[src/rtl/hamming_pkg.sv]
// Shared Hamming helpers: parity-width derivation, position/index mapping and
// width-generic encode/syndrome/extract functions sized for up to 64 data bits.
package hamming_pkg;

    localparam int MAX_DATA_W = 64;
    localparam int MAX_PAR_W  = 7;
    localparam int MAX_HAM_W  = MAX_DATA_W + MAX_PAR_W;
    localparam int MAX_CODE_W = MAX_HAM_W + 1;
    localparam int SYN_W      = 8;

    function automatic int par_w(input int data_w);
        int r;
        r = 1;
        while ((2 ** r) < (data_w + r + 1)) r++;
        return r;
    endfunction

    // Hamming positions are 1-based; powers of two hold parity, the rest hold data.
    function automatic logic is_pow2(input int p);
        return (p > 0) && ((p & (p - 1)) == 0);
    endfunction

    function automatic logic [MAX_CODE_W-1:0] enc_f(input logic [MAX_DATA_W-1:0] data,
                                                    input int data_w,
                                                    input int secded);
        logic [MAX_CODE_W-1:0] code;
        int ham_w;
        int di;
        ham_w = data_w + par_w(data_w);
        code  = '0;
        di    = 0;
        for (int p = 1; p <= MAX_HAM_W; p++) begin
            if (p <= ham_w && !is_pow2(p)) begin
                code[p-1] = data[di];
                di++;
            end
        end
        for (int k = 0; k < MAX_PAR_W; k++) begin
            for (int p = 1; p <= MAX_HAM_W; p++) begin
                if (p <= ham_w && p[k] && !is_pow2(p)) code[(1 << k) - 1] ^= code[p-1];
            end
        end
        if (secded != 0) code[ham_w] = ^code;
        return code;
    endfunction

    function automatic logic [SYN_W-1:0] syn_f(input logic [MAX_CODE_W-1:0] code,
                                               input int ham_w);
        logic [SYN_W-1:0] s;
        s = '0;
        for (int p = 1; p <= MAX_HAM_W; p++) begin
            if (p <= ham_w && code[p-1]) s ^= SYN_W'(p);
        end
        return s;
    endfunction

    function automatic logic [MAX_DATA_W-1:0] ext_f(input logic [MAX_CODE_W-1:0] code,
                                                    input int data_w);
        logic [MAX_DATA_W-1:0] data;
        int ham_w;
        int di;
        ham_w = data_w + par_w(data_w);
        data  = '0;
        di    = 0;
        for (int p = 1; p <= MAX_HAM_W; p++) begin
            if (p <= ham_w && !is_pow2(p)) begin
                data[di] = code[p-1];
                di++;
            end
        end
        return data;
    endfunction

endpackage

[src/rtl/hamming_pipe_reg.sv]
// One-deep valid/ready output register; accepts a new word whenever it is empty
// or its current word is being taken downstream in the same cycle.
module hamming_pipe_reg #(
    parameter int W = 8
) (
    input  logic         clk_i,
    input  logic         rst_ni,
    input  logic         s_valid_i,
    output logic         s_ready_o,
    input  logic [W-1:0] s_data_i,
    output logic         m_valid_o,
    input  logic         m_ready_i,
    output logic [W-1:0] m_data_o
);

    logic         valid_q, valid_d;
    logic [W-1:0] data_q, data_d;

    assign s_ready_o = !valid_q || m_ready_i;
    assign m_valid_o = valid_q;
    assign m_data_o  = data_q;

    always_comb begin
        valid_d = valid_q;
        data_d  = data_q;
        if (s_ready_o) begin
            valid_d = s_valid_i;
            if (s_valid_i) data_d = s_data_i;
        end
    end

    always_ff @(posedge clk_i or negedge rst_ni) begin
        if (!rst_ni) begin
            valid_q <= 1'b0;
            data_q  <= '0;
        end else begin
            valid_q <= valid_d;
            data_q  <= data_d;
        end
    end

endmodule

[src/rtl/hamming_secded_codec.sv]
// Streaming Hamming SEC / SEC-DED encoder or decoder (selected by DECODE) with a
// single registered output stage and saturating error counters in decode mode.
module hamming_secded_codec
    import hamming_pkg::*;
#(
    parameter int  DATA_W = 4,
    parameter int  SECDED = 1,
    parameter int  DECODE = 0,
    parameter int  CNT_W  = 8,
    localparam int PAR_W  = par_w(DATA_W),
    localparam int HAM_W  = DATA_W + PAR_W,
    localparam int CODE_W = HAM_W + SECDED,
    localparam int IN_W   = (DECODE != 0) ? CODE_W : DATA_W,
    localparam int OUT_W  = (DECODE != 0) ? DATA_W : CODE_W
) (
    input  logic             clk,
    input  logic             rst_n,
    input  logic             s_valid,
    output logic             s_ready,
    input  logic [IN_W-1:0]  s_data,
    output logic             m_valid,
    input  logic             m_ready,
    output logic [OUT_W-1:0] m_data,
    output logic             m_err_corr,
    output logic             m_err_dbl,
    output logic [CNT_W-1:0] cnt_corr,
    output logic [CNT_W-1:0] cnt_dbl,
    input  logic             cnt_clr
);

    logic [OUT_W-1:0] res_data;
    logic             res_corr;
    logic             res_dbl;
    logic             accept;

    if (DECODE != 0) begin : g_dec
        localparam logic [SYN_W-1:0] HAM_W_S = SYN_W'(HAM_W);
        logic [CODE_W-1:0] code;
        logic [CODE_W-1:0] fixed;
        logic [SYN_W-1:0]  syn;
        logic              par;

        // Syndrome points at the bad position; overall parity separates single from double errors.
        always_comb begin
            code     = s_data;
            syn      = syn_f(MAX_CODE_W'(code), HAM_W);
            par      = (SECDED != 0) ? ^code : 1'b0;
            fixed    = code;
            res_corr = 1'b0;
            res_dbl  = 1'b0;
            if (SECDED != 0) begin
                if (par) begin
                    if (syn == '0) begin
                        res_corr = 1'b1;
                    end else if (syn <= HAM_W_S) begin
                        fixed    = code ^ (CODE_W'(1) << (syn - SYN_W'(1)));
                        res_corr = 1'b1;
                    end else begin
                        res_dbl = 1'b1;
                    end
                end else if (syn != '0) begin
                    res_dbl = 1'b1;
                end
            end else if (syn != '0) begin
                if (syn <= HAM_W_S) begin
                    fixed    = code ^ (CODE_W'(1) << (syn - SYN_W'(1)));
                    res_corr = 1'b1;
                end else begin
                    res_dbl = 1'b1;
                end
            end
            res_data = DATA_W'(ext_f(MAX_CODE_W'(fixed), DATA_W));
        end
    end else begin : g_enc
        always_comb begin
            res_data = CODE_W'(enc_f(MAX_DATA_W'(s_data), DATA_W, SECDED));
            res_corr = 1'b0;
            res_dbl  = 1'b0;
        end
    end

    hamming_pipe_reg #(
        .W (OUT_W + 2)
    ) u_pipe (
        .clk_i     (clk),
        .rst_ni    (rst_n),
        .s_valid_i (s_valid),
        .s_ready_o (s_ready),
        .s_data_i  ({res_corr, res_dbl, res_data}),
        .m_valid_o (m_valid),
        .m_ready_i (m_ready),
        .m_data_o  ({m_err_corr, m_err_dbl, m_data})
    );

    assign accept = s_valid && s_ready;

    logic [CNT_W-1:0] cnt_corr_q, cnt_corr_d;
    logic [CNT_W-1:0] cnt_dbl_q, cnt_dbl_d;

    // Clear takes priority over a same-cycle increment.
    always_comb begin
        cnt_corr_d = cnt_corr_q;
        cnt_dbl_d  = cnt_dbl_q;
        if (cnt_clr) begin
            cnt_corr_d = '0;
            cnt_dbl_d  = '0;
        end else begin
            if (accept && res_corr && (cnt_corr_q != '1)) cnt_corr_d = cnt_corr_q + CNT_W'(1);
            if (accept && res_dbl && (cnt_dbl_q != '1))   cnt_dbl_d  = cnt_dbl_q + CNT_W'(1);
        end
    end

    always_ff @(posedge clk or negedge rst_n) begin
        if (!rst_n) begin
            cnt_corr_q <= '0;
            cnt_dbl_q  <= '0;
        end else begin
            cnt_corr_q <= cnt_corr_d;
            cnt_dbl_q  <= cnt_dbl_d;
        end
    end

    assign cnt_corr = cnt_corr_q;
    assign cnt_dbl  = cnt_dbl_q;

endmodule

[config.mk]
export PLATFORM = sky130hd
export DESIGN_NAME = hamming_secded_codec
export DESIGN_NICKNAME = d
export VERILOG_FILES = /design/src/rtl/hamming_pkg.sv /design/src/rtl/hamming_pipe_reg.sv /design/src/rtl/hamming_secded_codec.sv
export SDC_FILE = /design/constraint.sdc
export NUM_CORES = 1
export LEC_CHECK = 0
export ABC_AREA = 1
export CAP_MARGIN = 0
export CORE_MARGIN = 8
export CORE_UTILIZATION = 41
export DETAILED_ROUTE_END_ITERATION = 10
export HOLD_SLACK_MARGIN = 0.05
export PLACE_DENSITY = 0.85
export SLEW_MARGIN = 40
export SYNTH_ARGS = -nofsm -noshare
export SYNTH_HDL_FRONTEND = slang
export SYNTH_HIERARCHICAL = 1
export SYNTH_SLANG_ARGS = --single-unit
export TNS_END_PERCENT = 5
[constraint.sdc]
create_clock -name clk -period 1.2 [get_ports clk]
set_input_delay 0.24 -clock clk [delete_from_list [all_inputs] [get_ports clk]]
set_output_delay 0.24 -clock clk [all_outputs]
set_load 0.05 [all_outputs]
# Word-level counts from Yosys, hierarchy flattened
# Index checks and enable logic that the tools add are counted.
op_classes:
  bitwise_logic: 6
  reduce_logical: 4
ops:
  columns: ["operator", "count"]
  rows:
  - ["$reduce_xor A72 Y1", 1]
  - ["$xor A1 B1 Y1", 6]
  - ["$reduce_and A2 Y1", 1]
  - ["$logic_not A1 Y1", 1]
  - ["$logic_or A1 B1 Y1", 1]
word_totals:
  wordCells: 12
  register_bits: 9
  in_bits: 9
  out_inout_bits: 28

# Longest topological paths before layout
# Gate-level depths: netlist of the first run.
logic_depth:
  ltp_word: 3
  depth_mapped: 7
  depth_no_buf: 7

# Cells and area by module
# The synthesis of the first run kept the hierarchy.
modules_own_cells:
  columns: ["module", "cells_per_inst", "area_each_um2", "seq_area_each_um2", "instances"]
  rows:
  - ["hamming_pipe_reg", 48, 455.4, 275.3, 1]
  - ["hamming_secded_codec", 43, 229.0, 0.0, 1]

# Least setup slack after synthesis of the first run
# OpenSTA, ideal clock, no wires.
synth_path:
  path_type: "register to register"
  startpoint: "reg u_pipe.valid_q, in the netlist u_pipe/m_valid_o"
  endpoint: "reg u_pipe.data_q[0], in the netlist u_pipe/m_data_o[0]"
  setup_time_ns: 0.119
  stages_incl_launch_ff: 5
  t_arrival_ns: 1.105
  synth_period_minus_slack_ns: 1.224
  setup_slack_ns: -0.024
  n_path_buf: 1
  required_time_ns: 1.081
  cell_sequence: "dfrtp_1 -> nand2_2 -> clkbuf_8 -> nand3_1 -> nand2_1"
synth_via:
  elab_chain_cells: 3
synth_rtl:
  columns: ["item", "line", "text"]
  rows:
  - ["start, declared", "hamming_pipe_reg.sv:16", "logic valid_q, valid_d;"]
  - ["start signal, assigned", "hamming_pipe_reg.sv:37", "valid_q <= valid_d;"]
  - ["$logic_not A1 Y1", "hamming_pipe_reg.sv:19", "assign s_ready_o = !valid_q || m_ready_i;"]
  - ["$logic_or A1 B1 Y1", "hamming_pipe_reg.sv:19", null]
  - ["named net s_ready", "hamming_secded_codec.sv:19", "output logic s_ready,"]
  - ["$reduce_and A2 Y1 (no source line)", null, null]
  - ["end signal, assigned", "hamming_pipe_reg.sv:38", "data_q <= data_d;"]
  - ["end, declared", "hamming_pipe_reg.sv:17", "logic [W-1:0] data_q, data_d;"]
# The timed path passes the listed nets, and every way through them passes these cells.
# A chain may end at the register's enable or synchronous reset.

# Worst setup path after layout of the first run
layout_path:
  startpoint: "reg u_pipe.valid_q, in the netlist u_pipe/m_valid_o"
  endpoint: "out s_ready"
layout_via:
  elab_chain_cells: 2
layout_rtl:
  columns: ["item", "line"]
  rows:
  - ["$logic_not A1 Y1", "hamming_pipe_reg.sv:19"]
  - ["$logic_or A1 B1 Y1", "hamming_pipe_reg.sv:19"]
  - ["end, declared", "hamming_secded_codec.sv:19"]
# No other way between the ends.

==> results of run 1 <==
==> worst paths after layout <==
check                                                from                              to  slack (ps)
max reg2reg                  u_pipe/m_valid_o$_DFFE_PN0P_  u_pipe/m_data_o[6]$_DFFE_PN0P_         120
max in group asynchronous                           rst_n  u_pipe/m_data_o[8]$_DFFE_PN0P_         680
min                                                 rst_n  u_pipe/m_data_o[9]$_DFFE_PN0P_         160
min reg2reg                u_pipe/m_data_o[7]$_DFFE_PN0P_  u_pipe/m_data_o[7]$_DFFE_PN0P_         540
max                          u_pipe/m_valid_o$_DFFE_PN0P_                         s_ready          20
min in group clk                                s_data[2]  u_pipe/m_data_o[5]$_DFFE_PN0P_         350
==> cell type report <==
type | instances | area [sq um]
clock buffers | 3 | 22.5
clock inverters | 1 | 5.00
fillers | 124 | 536
inverters | 5 | 18.8
multi-input cells | 73 | 307
flip-flops and latches | 11 | 277
well taps | 16 | 20.0
repair buffers | 25 | 357
==> metrics by stage <==
step	utilization, %	instance area (sq um)	worst slack (ps)
5_1_grt	65.3	1010	-17.5
4_1_cts	65.1	1000	19.5
2_1_floorplan	-	749	112
3_5_place_dp	62.6	965	-163
6_report	65.3	1010	18.0
3_3_place_gp	62.6	965	-113
==> synthesized netlist by cell type, drive strengths merged <==
library cell / n / area, sq um
buf: 18 / 139
clkbuf: 1 / 13.8
conb: 1 / 3.75
dfrtp: 11 / 275
inv: 5 / 18.8
nand2: 39 / 154
nand3: 16 / 80.1
==> critical path, stage by stage, from the launching register on <==
cell     delay, ps
dfrtp_2        450
nand2_4         90
buf_12         130
==> registers in the layout, indices dropped and copies added, names as in the netlist <==
register	count
u_pipe/m_data_o	10
u_pipe/m_valid_o	1
==> cell usage in the layout, fill, tap and decap left out, types with 2 or more instances in the layout <==
cell type and count:
nand3_1 16, inv_2 4, buf_4 6, clkdlybuf4s50_1 5, buf_12 12, nand2_1 36, dfrtp_1 10, nand2_2 2
conb_1 18, clkbuf_4 3
==> kinds of logic after synthesis <==
kind of cell	Yosys count	share of synthesized area, %
buf+inv	24	25.0
flops	11	40.2
other cells	1	0.548
simple gates	55	34.2
==> timing repair <==
item | CTS | global route
pin swaps | 1 | 0
cloned | 0 | 0
gates resized for setup | 3 | 1
setup buffers | 1 | 0
endpoints found under the setup margin | 1 | 3
==> power by group through the flow <==
stage	clock network, uW	logic [uW]	registers, uW
after floorplan	0	269	650
after global placement	0	707	488
after detailed placement	0	721	496
after CTS	256	728	489
after global routing	275	765	498
final	251	728	490
==> layer usage <==
metal	part of all wire (%)	wire [um]	up-vias	global-route usage (%)
met2	52	971	36	20.5
met5	0	0	-	0
met4	2.1	40	0	8.39
li1	-	-	302	-
met1	39	735	286	13.5
met3	6.3	117	4	2.70
==> results.toml, run 1 <==
[synth]
synth_warnings = 6
synth_sequential_area_ratio_pct = 40.2
ys_ff_latch = 11
synthCells = 91
yosysUniqueCellTypes = 10
synth_area_sq_um = 684
avgSynthCellArea_sq_um = 7.52

[grt]
grtUsageTotal_pct = 12.3
grt_pass1_wl_um = 3210
grt_pass1_vias = 658
overflow = 0
grt_max_degree = 12
antenna_found_initial = 0

[die]
coreArea_sq_mm = 0.00154
dieArea_sq_mm = 0.00323
start_util_pct = 44.4
die_h_um = 56.9
pin_count = 37
die_w_um = 56.9
rows = 14

[power_and_ir_drop]
leakagePower_uw = 0.000568
p_sw_uw = 636
total_power_uw = 1470
power.internal_uw = 833
netSwitchingFraction_pct = 43.3
pwr-share-seq_pct = 33.4
p_per_area_mw_per_mm2 = 1460
pwr-share-comb_pct = 49.5
pwr-share-clk_pct = 17.1
ir_drop_mv = 0.810

[worst_setup_path]
cp-start-kind = "flop"
crit_arrival_ps = 940
critPathMaxFanout = 2
cp-end-kind = "output pin"
path_class = "flop to output pin"
critPathRequiredTime_ps = 960
rr_worst_depth = 5

[timing]
fmax_mhz = 846
rsz0062_at_grt = "yes"
fin_crit_sh_pct = 98.5
final_max_slew_viol_count = 0
fin_setup_tns_ps = 0
finClkSkew_ps = 10.1
finalCriticalPeriod_ps = 1180
whs_ps = 158
final_hold_viol_count = 0
setup_viol = 0

[clocking]
insertion_delay_ps = 270
cts_buffer_depth = 2
cts_hold_buf = 0
numCtsBuffers = 3
cts.clk_slew.worst_paths_ps = 80
root_buffer = "clkbuf_4"
cts.htree.levels = 1
cts_sinks = 11
cts_tree = "built"

[run]
max_cap_viol_count = 0

[final_layout]
finalNetCount = 128
synthToLayoutAreaGrowth_pct = 47.0
final_cells = 134
final_layout_size_suffix_gt1_share_pct = 25.4
antenna_cells = 0

[routing]
drc = 0
drt_iter0_markers = 12
drt_first_pass_iters = 4
routed_via_density = 4.69
vias = 628
ant_nets = 0
wirelength_um = 1870
drt-wirelength-per-cell_um = 13.9

[placed_design]
routabilityCongestion = 0.737
dp.cells = 129
numPortBuffers = 19
hpwl_um = 1470

[status]
run_status = "completed"

[min_path]
hold_class = "input port to async pin"
Power figures use the tool's default switching activity.
==> run 2: changes to the inputs <==
--- a/config.mk
+++ b/config.mk
@@ -6,7 +6,7 @@
 export NUM_CORES = 1
 export LEC_CHECK = 0
 export ABC_AREA = 1
-export CAP_MARGIN = 0
+export CAP_MARGIN = 20
 export CORE_MARGIN = 8
 export CORE_UTILIZATION = 41
 export DETAILED_ROUTE_END_ITERATION = 10
==> results of run 2 <==
Same layout as run 1: the final DEF is identical, and so are final timing and power.
==> run 3: changes to the inputs <==
--- a/config.mk
+++ b/config.mk
@@ -8,10 +8,10 @@
 export ABC_AREA = 1
 export CAP_MARGIN = 20
 export CORE_MARGIN = 8
-export CORE_UTILIZATION = 41
+export CORE_UTILIZATION = 38
 export DETAILED_ROUTE_END_ITERATION = 10
 export HOLD_SLACK_MARGIN = 0.05
-export PLACE_DENSITY = 0.85
+export PLACE_DENSITY = 0.8
 export SLEW_MARGIN = 40
 export SYNTH_ARGS = -nofsm -noshare
 export SYNTH_HDL_FRONTEND = slang
==> constraint.sdc (replaced) <==
create_clock -name clk -period 1.28 [get_ports clk]
set_input_delay 0.256 -clock clk [delete_from_list [all_inputs] [get_ports clk]]
set_output_delay 0.256 -clock clk [all_outputs]
set_load 0.05 [all_outputs]
==> run 3 against run 2 <==
Effect of this change: sequential cell count is the same; largest cell class unchanged; combinational power decreased by 7.1%; sequential share of layout area barely moved; hold slack gained 170 ps; count of clock-buffer cells in the layout up 1; utilization fell by 6.7 points.
==> results.toml, run 3 (synthesized netlist as in run 1, its figures left out) <==
[worst_setup_path]
path_class = "input port to output pin"
cp-end-kind = "output pin"
cp-start-kind = "input port"
rrSetupSlack_ps = 220
critPathRequiredTime_ps = 1020
critPathMaxFanout = 3
crit_arrival_ps = 990
rr_worst_depth = 5
rr_endpoint = "u_pipe/m_data_o[2]$_DFFE_PN0P_"
r2r_start = "u_pipe/m_valid_o$_DFFE_PN0P_"

[grt]
grt_pass1_vias = 613
grtUsageTotal_pct = 9.74
overflow = 0
grt_pass1_wl_um = 2640
antenna_found_initial = 0
grt_max_degree = 12

[routing]
routed_via_density = 4.37
wirelength_um = 1640
drt-wirelength-per-cell_um = 11.5
drc = 0
ant_nets = 0
vias = 621
drt_first_pass_iters = 4
drt_iter0_markers = 9

[placed_design]
hpwl_um = 1340
numPortBuffers = 19
preCtsSetupSlack_ps = -108
routabilityCongestion = 0.758
placed_cell_area_sq_um = 960

[final_layout]
seqCellArea_sq_um = 275
finalNetCount = 127
finish.instance_area_sq_mm = 0.00100
antenna_cells = 0
layout_common_cells = "nand2_1, conb_1, nand3_1"
synthToLayoutAreaGrowth_pct = 46.3
final_layout_size_suffix_gt1_share_pct = 22.2
final_common_cell = "nand2_1"
largest_reg_flops = 10
multi_input_area_sq_um = 302
final_util_pct = 58.6
nFillCells = 139

[clocking]
cts_sinks = 11
numCtsBuffers = 3
cts_resized = 0
cts_buffer_depth = 2
cts_tree = "built"
cts.htree.levels = 1
cts.clk_slew.worst_paths_ps = 70
insertion_delay_ps = 260
root_buffer = "clkbuf_4"

[die]
pin_count = 37
rows = 15
die_w_um = 58.4
die_h_um = 58.4
dieArea_sq_mm = 0.00342
coreArea_sq_mm = 0.00171
start_util_pct = 40.1

[timing]
rsz0062_at_grt = "no"
finalCriticalPeriod_ps = 1250
fmax_mhz = 802
fin_crit_sh_pct = 97.4
finClkSkew_ps = 2.27
final_hold_viol_count = 0
setup_ws_ps = 33.8
final_max_slew_viol_count = 0
setup_viol = 0
fin_setup_tns_ps = 0

[power_and_ir_drop]
p_per_area_mw_per_mm2 = 1360
ir_drop_mv = 0.500
leakagePower_uw = 0.000547
total_power_uw = 1360

[run]
max_cap_viol_count = 0

[min_path]
hold_class = "input port to async pin"

[status]
run_status = "completed"
## run 3: cell type report
type,instances,area share [%]
clock buffers,4,2.63
well taps,25,3.13
multi-input cells,73,30.1
repair buffers,24,34.8
flip-flops and latches,11,27.5
inverters,5,1.88
## run 3: power by group
group          switching (uW)  internal, uW
logic                     409           267
registers                54.6           398
clock network             110           120
total                     573           785
## run 3: worst max path at each step
| stage | startpoint | end | cells after the start |
|---|---|---|---|
| after floorplan | u_pipe/m_valid_o$_DFFE_PN0P_ | s_ready | 2 |
| after global placement | s_data[0] | u_pipe/m_data_o[1]$_DFFE_PN0P_ | 8 |
| after detailed placement | s_data[0] | u_pipe/m_data_o[0]$_DFFE_PN0P_ | 8 |
| after CTS | m_ready | s_ready | 4 |
| after global routing | m_ready | s_ready | 4 |
| final | m_ready | s_ready | 4 |
## run 3: repair_timing
item | CTS | global route
hold buffers | 0 | 0
buffers inserted | 0 | 2
endpoints found under the setup margin | 0 | 1
## run 3: layer usage
metal | GRT usage (%) | part of all wire [%]
met1 | 9.62 | 39
met2 | 17.3 | 52
met3 | 4.13 | 8.5
met4 | 4.20 | 0.37
met5 | 0 | 0
## run 3: worst max-delay path, cell delays in order
cell and delay (ps):
clkdlybuf4s50_1 450, inv_1 40, nand2_2 90, buf_12 140
## run 3: stage by stage
stage,hold slack (ps),std cells
6_report,327,142
3_5_place_dp,521,136
5_1_grt,350,142
4_1_cts,335,140
3_3_place_gp,518,136
2_1_floorplan,-39.6,108
